===== config.mk =====
export PLATFORM = sky130hd
export DESIGN_NAME = wb_unchunk
export DESIGN_NICKNAME = d
export VERILOG_FILES = /design/src/rtl/wb_unchunk.sv
export SDC_FILE = /design/constraint.sdc
export NUM_CORES = 1
export LEC_CHECK = 0
export BUFFER_PORTS_ARGS = -buffer_cell sky130_fd_sc_hd__buf_2
export CORE_MARGIN = 4
export CORE_UTILIZATION = 50
export CTS_CLUSTER_DIAMETER = 30
export DETAILED_ROUTE_END_ITERATION = 8
export HOLD_SLACK_MARGIN = 0.06
export PLACE_DENSITY = 0.89
export SLEW_MARGIN = 0
export SYNTH_ARGS = -nofsm -noshare
export SYNTH_HDL_FRONTEND = slang
export SYNTH_SLANG_ARGS = --single-unit

===== constraint.sdc =====
create_clock -name clk_i -period 2.79 [get_ports clk_i]
set_clock_uncertainty 0.1 [all_clocks]
set_input_delay 0.279 -clock clk_i [delete_from_list [all_inputs] [get_ports clk_i]]
set_output_delay 0.279 -clock clk_i [all_outputs]
set_load 0.01 [all_outputs]

===== src/rtl/wb_unchunk.sv =====
// Assembles CHUNK-bit Wishbone writes (least-significant chunk first) into one WIDTH-bit word
// and offers it to a sink with a store/ready handshake. Define WB_UNCHUNK_FLUSH_EN for flush_i.
module wb_unchunk #(
  parameter int WIDTH = 48,
  parameter int CHUNK = 8,
  parameter int COUNT = (WIDTH + CHUNK - 1) / CHUNK - 1,
  parameter int CBITS = 3,
  parameter int DELAY = 3
) (
  input  logic             clk_i,
  input  logic             rst_ni,
  input  logic             cyc_i,
  input  logic             stb_i,
  input  logic             we_i,
  output logic             ack_o,
  input  logic [CHUNK-1:0] dat_i,
  output logic [CHUNK-1:0] dat_o,
  output logic             store_o,
  input  logic             ready_i,
`ifdef WB_UNCHUNK_FLUSH_EN
  input  logic             flush_i,
`endif
  output logic [WIDTH-1:0] value_o
);

  localparam int BUFW = (COUNT + 1) * CHUNK;
  localparam logic [CBITS-1:0] LAST = CBITS'(COUNT);

  // Handshakes: a Wishbone access completes on the single-cycle ack_o pulse; an assembled
  // word transfers on any edge where store_o and ready_i are both high, and value_o holds
  // steady until then.
  logic [BUFW-1:0]  buf_q;
  logic [CBITS-1:0] count_q;
  logic             full_q;
  logic             flushing;
  logic             accept;
  logic             rd_req;
  logic             wrap;
  logic [CHUNK-1:0] status;
  logic             unused_delay;

  // Register-assignment delay only matters to legacy simulation models.
  assign unused_delay = (DELAY != 0);

  assign accept = cyc_i & stb_i & we_i & ~ack_o & ~full_q & ~flushing;
  assign rd_req = cyc_i & stb_i & ~we_i & ~ack_o;
  assign wrap   = (count_q == LAST);

  always_comb begin
    status              = '0;
    status[CHUNK-1]     = full_q;
    status[CBITS-1:0]   = count_q;
  end

`ifdef WB_UNCHUNK_FLUSH_EN
  logic flushing_q;
  logic flush_start;

  // A write landing in the same cycle wins; the flush request is then ignored.
  assign flush_start = flush_i & (count_q != '0) & ~full_q & ~flushing_q & ~accept;
  assign flushing    = flushing_q;

  always_ff @(posedge clk_i or negedge rst_ni) begin
    if (!rst_ni) begin
      flushing_q <= 1'b0;
    end else if (flush_start) begin
      flushing_q <= 1'b1;
    end else if (flushing_q && wrap) begin
      flushing_q <= 1'b0;
    end
  end
`else
  assign flushing = 1'b0;
`endif

  always_ff @(posedge clk_i or negedge rst_ni) begin
    if (!rst_ni) begin
      ack_o   <= 1'b0;
      full_q  <= 1'b0;
      count_q <= '0;
      dat_o   <= '0;
      buf_q   <= '0;
    end else begin
      ack_o <= accept | rd_req;
      if (rd_req) begin
        dat_o <= status;
      end
      // New chunks enter at the top so the first one ends up in the low bits.
      if (accept || flushing) begin
        buf_q   <= {(accept ? dat_i : {CHUNK{1'b0}}), buf_q[BUFW-1:CHUNK]};
        count_q <= wrap ? '0 : count_q + CBITS'(1);
        if (wrap) begin
          full_q <= 1'b1;
        end
      end else if (full_q && ready_i) begin
        full_q <= 1'b0;
      end
    end
  end

  assign store_o = full_q;
  assign value_o = buf_q[WIDTH-1:0];

endmodule


==> results of run 1 <==
==> cells in the mapped netlist <==
cell                       count  area share, %
sky130_fd_sc_hd__dfrtp_1      57             65
sky130_fd_sc_hd__mux2_2       44             23
sky130_fd_sc_hd__mux2_1       10            5.1
sky130_fd_sc_hd__buf_4         5            1.7
sky130_fd_sc_hd__nor2_1        4           0.69
sky130_fd_sc_hd__buf_2         3           0.69
sky130_fd_sc_hd__inv_1         2           0.34
sky130_fd_sc_hd__a21oi_1       1           0.23
sky130_fd_sc_hd__a32o_1        1           0.46
sky130_fd_sc_hd__buf_6         1           0.51
sky130_fd_sc_hd__conb_1        1           0.17
sky130_fd_sc_hd__nand3b_1      1           0.34
sky130_fd_sc_hd__nand3b_4      1           0.91
sky130_fd_sc_hd__nor3b_2       1           0.57
sky130_fd_sc_hd__xor2_1        1           0.40
==> cell families (layout without fill, tap and decap cells) <==
logic type	Yosys count	count (layout)	share of synthesized area, %
mux	54	54	27.79
other cells	1	4	0.1714
buf+inv	11	90	3.259
simple gates	7	7	2.516
flops	57	57	65.18
compound gates	2	2	0.6859
xor+xnor	1	1	0.4003
==> power breakdown <==
group	switching [W]	internal (W)	total (W)
logic	0.000411	0.000465	0.000877
clock network	0.000301	0.000417	0.000718
registers	0.000234	0.00117	0.00140
==> through the flow <==
step / util (%) / total power [W] / hold WS (ns) / std cells
detailed placement: 62.09 / 0.002302 / 0.08015 / 246
CTS: 67.50 / 0.003041 / 0.06529 / 265
global placement: 62.09 / 0.002259 / 0.07873 / 246
finish: 67.50 / 0.002997 / 0.08449 / 265
global route: 67.50 / 0.003190 / 0.06481 / 265
floorplan: - / 0.001853 / -0.1166 / 136
==> cell type report <==
type / count / area share [%]
multi-input combinational: 68 / 25.50
inverter: 2 / 0.2703
timing repair buffer: 72 / 13.69
clock inverter: 2 / 0.3604
tap: 50 / 2.252
sequential: 57 / 51.35
clock buffer: 14 / 6.577
==> how the worst min path moves through the flow <==
| stage | slack [ns] | startpoint | to | cells after the start |
|---|---|---|---|---|
| floorplan | -0.12 | rst_ni | ack_o | 0 |
| global placement | 0.08 | rst_ni | dat_o[0] | 1 |
| detailed placement | 0.08 | rst_ni | dat_o[0] | 1 |
| CTS | 0.07 | dat_i[4] | value_o[44] | 2 |
| global route | 0.06 | dat_i[4] | value_o[44] | 2 |
| finish | 0.08 | dat_i[5] | value_o[45] | 2 |
==> metal layers <==
metal  GRT usage (%)  up-vias
li1                -      611
met1           21.76      626
met2           22.74       45
met3           6.757        6
met4           7.243        0
met5               0        -
==> critical path, stage by stage <==
cell,delay (ns)
sky130_fd_sc_hd__dlygate4sd3_1,0.52
sky130_fd_sc_hd__buf_2,0.13
sky130_fd_sc_hd__nor3b_4,0.16
sky130_fd_sc_hd__buf_4,0.52
sky130_fd_sc_hd__mux2_2,0.42
==> registers in the layout (all words and copies together), names as in the netlist <==
name,count
ack_o,1
dat_o,4
value_o,48
store_o,1
count_q,3
==> timing repair <==
item,CTS,global route
hold buffers,3,0
buffers inserted,0,0
endpoints found under the hold margin,14,0
==> metrics.md, run 1 <==
| Metric | Value |
|---|---|
| Overall die height | `74.16 um` |
| First-pass GRT wire length | `6.437 mm` |
| Weighted congestion at the end of routability-driven global placement | `0.7328` |
| Number of max-cap violations | `0` |
| Placeable core region | `4115 um2` |
| Cell row count | `23` |
| Slack of the worst reg-to-reg path | `0.90 ns` |
| Worst hold-check path type | `input port to flop` |
| I/O pin cnt | `72` |
| Number of iterations in the first detailed-routing pass | `4` |
| Via count of the first global-routing pass | `1,262` |
| Routed metal-1 wirelength | `1.774 mm` |
| Clock transition at the registers of the reported paths | `0.06 ns` |
| Length of routed met3 wiring | `299 um` |
| Number of antenna-violating nets in the routed design | `0` |
| Floorplan die width | `74.16 um` |
| FMAX | `515.3 MHz` |
| Final min period | `1.941 ns` |
| Total wire length | `3.954 mm` |
| Area of combinational cells with multiple inputs | `708.2 um2` |
| Uppermost routed layer | `met4` |
| Remaining max-slew budget at the tightest pin | `59.68%` |
| Share of layout cells above drive strength 1 | `60.47%` |
| Number of vias after detailed routing | `1,288` |
| Critical path endpoint category | `flop` |
| Count of unresolved DRC violations after routing | `0` |
| Length of routed met2 wiring | `1.804 mm` |
| Synth Instances | `133` |
| # fillers | `298` |
| TritonCTS clock tree | `done` |
| Period utilisation layout | `69.56%` |
| Place WS | `0.9172 ns` |
| Area used by sequential logic in the layout | `1426 um2` |
| Overall track demand over capacity in global routing | `16.12%` |
| Largest driver fanout on the critical path | `49` |
| Cell Area, Placed | `2555 um2` |
| Post-cts resize count | `0` |
| Proportion of synthesized chip area in sequential cells | `65.18%` |
| Static Leak | `1.420 nW` |
| Final Slew Violations | `0` |
| Initial antenna violation count | `0` |
| Capturing point of the worst reg2reg path | `value_o[31]` |
| Termination of the worst setup path | `value_o[31]` |
| Most used cells in the layout excluding fill and tap cells | `sky130_fd_sc_hd__buf_2 (67), sky130_fd_sc_hd__dfrtp_1 (57), sky130_fd_sc_hd__mux2_2 (44), sky130_fd_sc_hd__clkbuf_8 (13), sky130_fd_sc_hd__mux2_1 (10)` |
| Average instance area after synthesis | `16.45 um2` |
| Final net count | `224` |
| Flop and latch count out of synthesis | `57` |
| Buffers from clock root to sink, at most | `2` |
| First element of the critical path | `we_i` |
| Total Neg Setup Slack | `0 ns` |
| Post-route cell area | `2778 um2` |
| Required time of the worst setup path | `2.90 ns` |
| Final setup violation count | `0` |
| Distinct cell type count of the synthesized netlist | `15` |
| Type of the worst setup path | `input port to flop` |
| Setup repair after global routing missed its margin | `no` |
| Cell chosen for the clock root | `sky130_fd_sc_hd__clkbuf_8` |
| Smallest setup slack after layout | `0.8492 ns` |
| Status | `complete, no violations` |
| Insertion delay of the later-clocked pin in the worst-skew pair | `0.32 ns` |
| Pin count of the biggest net entering global routing | `50` |
| Commonest non-fill, non-tap cell in the layout | `sky130_fd_sc_hd__buf_2` |
| IO Port Bufs | `67` |
| Launching element type of the critical path | `input port` |
| Vias per std cell | `4.860` |
| Diode count | `0` |
| Worst flop-to-flop path startpoint | `ack_o` |
| DIE AREA | `5499 um2` |
| IR drop worst, VDD | `0.5048 mV` |
| CTS H-tree lvls | `3` |
| Final Hold Vio Count | `0` |
| Data arrival time at the worst-slack endpoint | `2.05 ns` |
| Pwr Density | `1079 nW/um2` |
| Post-synth design cell area | `2188 um2` |
| Relative area change from synthesis to final layout | `26.93%` |
| Number of clock sinks seen by CTS | `57` |
| Worst-margin pin slew | `0.6049 ns` |
| Starting DRT DRC Count | `41` |
| Yosys warning count | `0` |
| Num CTS Buffers | `9` |
| Average detailed-routed wire length per instance | `14.92 um` |
| Worst R2R Path Depth | `4` |
| Initial core utilization | `53.18%` |
| Congestion Overflow GR | `0` |
No activity file was read; power rests on OpenSTA's default activity.
==> inputs of run 2 (changes only) <==
CORE_UTILIZATION = 49   (was 50)
PLACE_DENSITY = 0.88   (was 0.89)
clock period = 2 ns   (was 2.79 ns; I/O delays follow)
==> run 2 against run 1 <==
Effect of this change: worst setup slack got worse by 0.53 ns; cell count rose by 2.6%; sequential share of layout area decreased by 1.5 points; sequential cell count did not move.
==> metrics.md, run 2 (same netlist as run 1, synthesis figures left out) <==
| Metric | Value |
|---|---|
| Status | `complete, no violations (unchanged)` |
| Static Leak | `1.446 nW (was 1.420 nW)` |
| Largest driver fanout on the critical path | `49 (unchanged)` |
| IO Port Bufs | `67 (unchanged)` |
| Period utilisation layout | `83.97%` |
| Number of iterations in the first detailed-routing pass | `4 (unchanged)` |
| Data arrival time at the worst-slack endpoint | `1.78 ns (was 2.05 ns)` |
| Overall die height | `74.83 um (was 74.16 um)` |
| Final setup violation count | `0 (unchanged)` |
| CTS H-tree lvls | `3 (unchanged)` |
| Number of antenna-violating nets in the routed design | `0 (unchanged)` |
| Share of layout cells above drive strength 1 | `57.73% (was 60.47%)` |
| FMAX | `595.4 MHz` |
| Launching element type of the critical path | `flop (was input port)` |
| Pwr Density | `1439 nW/um2 (was 1079 nW/um2)` |
| Number of clock sinks seen by CTS | `57 (unchanged)` |
| Number of flip-flops under the largest register name | `48 (unchanged)` |
| Post-route cell area | `2861 um2 (was 2778 um2)` |
| Commonest non-fill, non-tap cell in the layout | `sky130_fd_sc_hd__buf_2 (unchanged)` |
| Buffers from clock root to sink, at most | `2 (unchanged)` |
| Initial core utilization | `50.61% (was 53.18%)` |
| Floorplan die width | `74.83 um (was 74.16 um)` |
| Pin count of the biggest net entering global routing | `50 (unchanged)` |
| Post-DP HPWL | `2.814 mm` |
| Overall track demand over capacity in global routing | `15.50% (was 16.12%)` |
| Switching share of power | `31.40% (was 31.60%)` |
| Diode count | `0 (unchanged)` |
| Cell-internal power | `0.002825 W (was 0.002050 W)` |
| Cell chosen for the clock root | `sky130_fd_sc_hd__clkbuf_8 (unchanged)` |
| Setup repair after global routing missed its margin | `no (unchanged)` |
| Total Neg Setup Slack | `0 ns (unchanged)` |
| # Post-CTS Setup Buffers | `0 (unchanged)` |
| Remaining max-slew budget at the tightest pin | `58.46% (was 59.68%)` |
| Smallest setup slack after layout | `0.3206 ns (was 0.8492 ns)` |
| Type of the worst setup path | `flop to flop (was input port to flop)` |
| Clock transition at the registers of the reported paths | `0.05 ns (was 0.06 ns)` |
| Final Slew Violations | `0 (unchanged)` |
| Via count of the first global-routing pass | `1,358 (was 1,262)` |
| Comb power frac | `30.3% (was 29.2%)` |
| Most used cells in the layout excluding fill and tap cells | `sky130_fd_sc_hd__buf_2 (67), sky130_fd_sc_hd__dfrtp_1 (57), sky130_fd_sc_hd__mux2_2 (44), sky130_fd_sc_hd__clkbuf_8 (12), sky130_fd_sc_hd__dlygate4sd3_1 (11) (was sky130_fd_sc_hd__buf_2 (67), sky130_fd_sc_hd__dfrtp_1 (57), sky130_fd_sc_hd__mux2_2 (44), sky130_fd_sc_hd__clkbuf_8 (13), sky130_fd_sc_hd__mux2_1 (10))` |
| Vias per std cell | `4.949 (was 4.860)` |
| # fillers | `339 (was 298)` |
| Critical path endpoint category | `flop (unchanged)` |
| Total wire length | `4.053 mm (was 3.954 mm)` |
| Final Hold Vio Count | `0 (unchanged)` |
| Worst hold-check path type | `input port to flop (unchanged)` |
| Average detailed-routed wire length per instance | `14.90 um (was 14.92 um)` |
| Final net count | `232 (was 224)` |
| Relative area change from synthesis to final layout | `30.76% (was 26.93%)` |
| Starting DRT DRC Count | `51 (was 41)` |
| Final min period | `1.679 ns` |
| DIE AREA | `5600 um2 (was 5499 um2)` |
| Congestion Overflow GR | `0 (unchanged)` |
| Clock Power Share | `22.4% (was 24.0%)` |
| Weighted congestion at the end of routability-driven global placement | `0.7091 (was 0.7328)` |
| Initial antenna violation count | `0 (unchanged)` |
| Insertion delay of the later-clocked pin in the worst-skew pair | `0.32 ns (about the same)` |
| IR drop worst, VDD | `0.7394 mV (was 0.5048 mV)` |
| I/O pin cnt | `72 (unchanged)` |
| Cell Area, Placed | `2582 um2 (was 2555 um2)` |
| First-pass GRT wire length | `6.410 mm (was 6.437 mm)` |
| Share of power burned in registers | `47.3% (was 46.8%)` |
| Cell row count | `24 (was 23)` |
| Worst-margin pin slew | `0.6231 ns (was 0.6049 ns)` |
| Placeable core region | `4324 um2 (was 4115 um2)` |
| Required time of the worst setup path | `2.10 ns (was 2.90 ns)` |
| Number of vias after detailed routing | `1,346 (was 1,288)` |
| Num CTS Buffers | `9 (unchanged)` |
| TritonCTS clock tree | `done (unchanged)` |
| Place WS | `0.3350 ns (was 0.9172 ns)` |
| Sw power | `0.001293 W (was 0.0009471 W)` |
| Number of max-cap violations | `0 (unchanged)` |
| Count of unresolved DRC violations after routing | `0 (unchanged)` |
-- run 2: cell types whose count changed in the layout (fill, tap and decap cells not counted), sizes merged --
| cell | delta |
|---|---|
| clkbuf | -1 |
| clkinv | -2 |
| dlygate4sd3 | +8 |
-- run 2: what timing repair did --
item,in CTS,in global routing
hold endpoints to repair,36,0
hold buffers,11,0
gates resized for setup,0,0
-- run 2: worst max-delay path, stage by stage (launching register included) --
cell and delay (ns):
sky130_fd_sc_hd__dfrtp_1 0.37, sky130_fd_sc_hd__nand3b_4 0.18, sky130_fd_sc_hd__nor3b_4 0.22, sky130_fd_sc_hd__buf_12 0.27, sky130_fd_sc_hd__mux2_2 0.37
-- run 2: final cells by class --
class | instances | area, um2 | share of cell area [%]
Sequential cell | 57 | 1426 | 49.85
Multi-Input combinational cell | 68 | 708.2 | 24.75
Timing Repair Buffer | 80 | 485.5 | 16.97
Clock buffer | 13 | 168.9 | 5.903
Tap cell | 52 | 65.06 | 2.274
Inverter | 2 | 7.507 | 0.2624
-- run 2: worst paths after layout --
check	startpoint	endpoint	slack (ns)	depth (start not counted)
setup / recovery	ack_o	value_o[30]	0.32	4
hold / removal	stb_i	ack_o	0.08	3
setup reg to reg	ack_o	value_o[30]	0.32	4
hold reg to reg	value_o[7]	value_o[7]	0.39	1
max in group asynchronous	rst_ni	value_o[19]	0.89	3
min in group asynchronous	rst_ni	value_o[0]	0.33	2
-- run 2: power by group through the flow --
stage	Clock, W	Combinational [W]	Sequential, W
after floorplan	0	0.000448	0.00214
after detailed placement	0	0.00126	0.00197
after CTS	0.000950	0.00128	0.00195
after global placement	0	0.00121	0.00195
after global routing	0.000999	0.00136	0.00203
final	0.000924	0.00125	0.00195
-- run 2: routing by layer --
layer | GRT usage (%) | routed length (um) | vias to the layer above
met4 | 8.893 | 60 | 0
met5 | 0 | 0 | -
met1 | 19.23 | 1693 | 671
met2 | 24.66 | 2104 | 37
li1 | - | - | 632
met3 | 3.872 | 194 | 6
-- run 2: stage by stage --
stage	util [%]	power (W)	std cells	hold WS [ns]
global placement	59.72	0.003158	248	0.1351
finish	66.17	0.004119	272	0.08302
global route	66.17	0.004382	272	0.07886
floorplan	-	0.002585	136	-0.1956
detailed placement	59.72	0.003230	248	0.1444
CTS	66.17	0.004181	272	0.06802
==> inputs of run 3 (changes only) <==
CORE_UTILIZATION = 45   (was 49)
PLACE_DENSITY = 0.85   (was 0.88)
clock period = 1.5 ns   (was 2 ns; I/O delays follow)
==> run 3 against run 2 <==
Effect of this change: the flow now finishes with violations (negative setup slack); cell area rose by 4.9%; combinational power rose by 36%; clock power rose by 37%; count of clock-buffer cells in the layout did not move; worst hold slack improved by 0.047 ns; worst setup slack got worse by 0.45 ns; fmax rose by 2.8%; register-to-register slack got worse by 0.45 ns; cell count rose by 10%; sequential power rose by 33%; critical path depth rose by 1; routed wire length rose by 2.1%.
==> metrics.md, run 3 (same netlist as run 1, synthesis figures left out) <==
| Metric | Value |
|---|---|
| Congestion Overflow GR | `0 (unchanged)` |
| Cell chain of the critical path | `nand3b_4, nor3b_4, buf_4, buf_12, mux2_2 (was nand3b_4, nor3b_4, buf_12, mux2_2)` |
| Clock Power Share | `22.9% (was 22.4%)` |
| Buffers plus inverters on the worst setup path | `2 (was 1)` |
| Share of layout cells above drive strength 1 | `60.52% (was 57.73%)` |
| Worst hold-check path type | `input port to flop (unchanged)` |
| FMAX | `612.4 MHz (was 595.4 MHz)` |
| Starting DRT DRC Count | `35 (was 51)` |
| CTS H-tree lvls | `3 (unchanged)` |
| Placed insts | `271 (was 248)` |
| Total power of the final layout | `0.005556 W (was 0.004119 W)` |
| Cell-internal power | `0.003816 W (was 0.002825 W)` |
| IO Port Bufs | `67 (unchanged)` |
| Cell row count | `25 (was 24)` |
| Floorplan die width | `77.74 um (was 74.83 um)` |
| Violated checks | `negative setup slack` |
| Clock transition at the registers of the reported paths | `0.06 ns (was 0.05 ns)` |
| Sw power | `0.001739 W (was 0.001293 W)` |
| Setup repair after global routing missed its margin | `yes (was no)` |
| Number of flip-flops under the largest register name | `48 (unchanged)` |
| Data arrival time at the worst-slack endpoint | `1.74 ns (was 1.78 ns)` |
| Cell Count, Final, Fillers Out | `300 (was 272)` |
| Insertion delay of the later-clocked pin in the worst-skew pair | `0.32 ns (about the same)` |
| Count of unresolved DRC violations after routing | `0 (unchanged)` |
| Type of the worst setup path | `flop to flop (unchanged)` |
| Num CTS Buffers | `9 (unchanged)` |
| Comb power frac | `30.5% (was 30.3%)` |
| Relative area change from synthesis to final layout | `37.16% (was 30.76%)` |
| First-pass GRT wire length | `7.293 mm (was 6.410 mm)` |
| Critical-path top delay cell | `sky130_fd_sc_hd__dfrtp_1 (unchanged)` |
| Critical path endpoint category | `flop (unchanged)` |
| Initial core utilization | `46.33% (was 50.61%)` |
| Pin count of the biggest net entering global routing | `19 (was 50)` |
| Placeable core region | `4723 um2 (was 4324 um2)` |
| Overall track demand over capacity in global routing | `15.76% (was 15.50%)` |
| Commonest non-fill, non-tap cell in the layout | `sky130_fd_sc_hd__buf_2 (unchanged)` |
| Number of iterations in the first detailed-routing pass | `2 (was 4)` |
| Initial antenna violation count | `0 (unchanged)` |
| Number of clock sinks seen by CTS | `57 (unchanged)` |
| Buffers from clock root to sink, at most | `2 (unchanged)` |
| Family with the most delay on the worst path | `simple AND/OR/NAND/NOR gates (unchanged)` |
| Number of antenna-violating nets in the routed design | `0 (unchanged)` |
| Via count of the first global-routing pass | `1,546 (was 1,358)` |
| Final Hold Vio Count | `0 (unchanged)` |
| Required time of the worst setup path | `1.60 ns (was 2.10 ns)` |
| Final Slew Violations | `0 (unchanged)` |
| Vias per std cell | `4.623 (was 4.949)` |
| Final setup violation count | `48 (was 0)` |
| Final net count | `243 (was 232)` |
| Weighted congestion at the end of routability-driven global placement | `0.7396 (was 0.7091)` |
| Smallest setup slack after layout | `-0.1331 ns (was 0.3206 ns)` |
| DIE AREA | `6043 um2 (was 5600 um2)` |
| Number of max-cap violations | `0 (unchanged)` |
| Biggest cell delay along the critical path | `0.37 ns (about the same)` |
| Diode count | `0 (unchanged)` |
| Launching element type of the critical path | `flop (unchanged)` |
| Status | `finished, violations left (was complete, no violations)` |
| Number of vias after detailed routing | `1,387 (was 1,346)` |
| Static Leak | `1.515 nW (was 1.446 nW)` |
| IR drop worst, VDD | `0.9897 mV (was 0.7394 mV)` |
| Final min period | `1.633 ns (was 1.679 ns)` |
| Average detailed-routed wire length per instance | `13.80 um (was 14.90 um)` |
| Largest driver fanout on the critical path | `18 (was 49)` |
| Pwr Density | `1851 nW/um2 (was 1439 nW/um2)` |
| Period utilisation layout | `108.9% (was 83.97%)` |
| Final core utilization | `63.55% (was 66.17%)` |
| Total wire length | `4.140 mm (was 4.053 mm)` |
| Switching share of power | `31.31% (was 31.40%)` |
| Share of power burned in registers | `46.6% (was 47.3%)` |
| Overall die height | `77.74 um (was 74.83 um)` |
| Place WS | `-0.1351 ns (was 0.3350 ns)` |
| Cell chosen for the clock root | `sky130_fd_sc_hd__clkbuf_8 (unchanged)` |
| I/O pin cnt | `72 (unchanged)` |
| Most used cells in the layout excluding fill and tap cells | `sky130_fd_sc_hd__buf_2 (67), sky130_fd_sc_hd__dfrtp_1 (57), sky130_fd_sc_hd__mux2_2 (42), sky130_fd_sc_hd__clkbuf_8 (12), sky130_fd_sc_hd__dlygate4sd3_1 (11) (was sky130_fd_sc_hd__buf_2 (67), sky130_fd_sc_hd__dfrtp_1 (57), sky130_fd_sc_hd__mux2_2 (44), sky130_fd_sc_hd__clkbuf_8 (12), sky130_fd_sc_hd__dlygate4sd3_1 (11))` |
| TritonCTS clock tree | `done (unchanged)` |
run 3: cell types whose count changed in the layout (fill, tap and decap cells not counted), sizes merged:
cell      before  now
clkinv         0    1
clkinvlp       0    1
buf           69   80
run 3: power groups by stage:
| stage | Clock [W] | Combinational [W] | Sequential, W |
|---|---|---|---|
| after detailed placement | 0 | 0.00166 | 0.00262 |
| final | 0.00127 | 0.00170 | 0.00259 |
| after CTS | 0.00131 | 0.00170 | 0.00260 |
| after global routing | 0.00140 | 0.00185 | 0.00270 |
| after global placement | 0 | 0.00160 | 0.00260 |
| after floorplan | 0 | 0.000600 | 0.00285 |
run 3: worst paths after layout:
kind,startpoint,end,slack (ns),depth (start not counted)
worst max register to register,ack_o,value_o[3],-0.13,5
max in group asynchronous,rst_ni,value_o[44],0.54,3
worst min-delay path,stb_i,ack_o,0.13,4
min in group asynchronous,rst_ni,value_o[17],0.19,2
worst max-delay path,ack_o,value_o[3],-0.13,5
worst min register to register,value_o[7],value_o[7],0.39,1
run 3: per-stage QoR:
step / setup TNS (ns) / hold slack, ns / instance area (um2)
2_1_floorplan: -4.361 / -0.2456 / 2210
3_3_place_gp: -3.860 / -0.02084 / 2649
3_5_place_dp: -4.991 / -0.005834 / 2649
4_1_cts: -5.405 / 0.09537 / 2983
5_1_grt: -8.551 / 0.1439 / 3002
6_report: -4.793 / 0.1301 / 3002
run 3: tightest hold or removal path: cells and delay by family:
| family | cells | cell delay (ns) |
|---|---|---|
| buf+inv | 2 | 0.24 |
| simple gates | 1 | 0.08 |
| compound gates | 1 | 0.04 |
run 3: per-layer routing:
layer,up-vias,share of wire [%],GRT usage [%]
li1,644,-,-
met1,682,41,18.95
met2,48,49,24.83
met3,13,6.9,4.524
met4,0,3.0,9.786
met5,-,0,0
run 3: cell type report:
class	instances	area, um2
clock buffer	13	168.9
fill	369	1722
timing repair buffer	91	579.3
multi-input combinational	68	723.2
tap	67	83.83
sequential	57	1426
clock inverter	2	12.51
inverter	2	7.507
run 3: what timing repair did:
| item | in CTS | in global routing |
|---|---|---|
| resized for setup | 1 | 5 |
| pin swaps | 0 | 1 |
| hold endpoints to repair | 67 | 0 |
| gates cloned | 1 | 0 |
| setup endpoints to repair | 48 | 54 |
| buffers inserted | 2 | 0 |
| hold buffers | 11 | 0 |
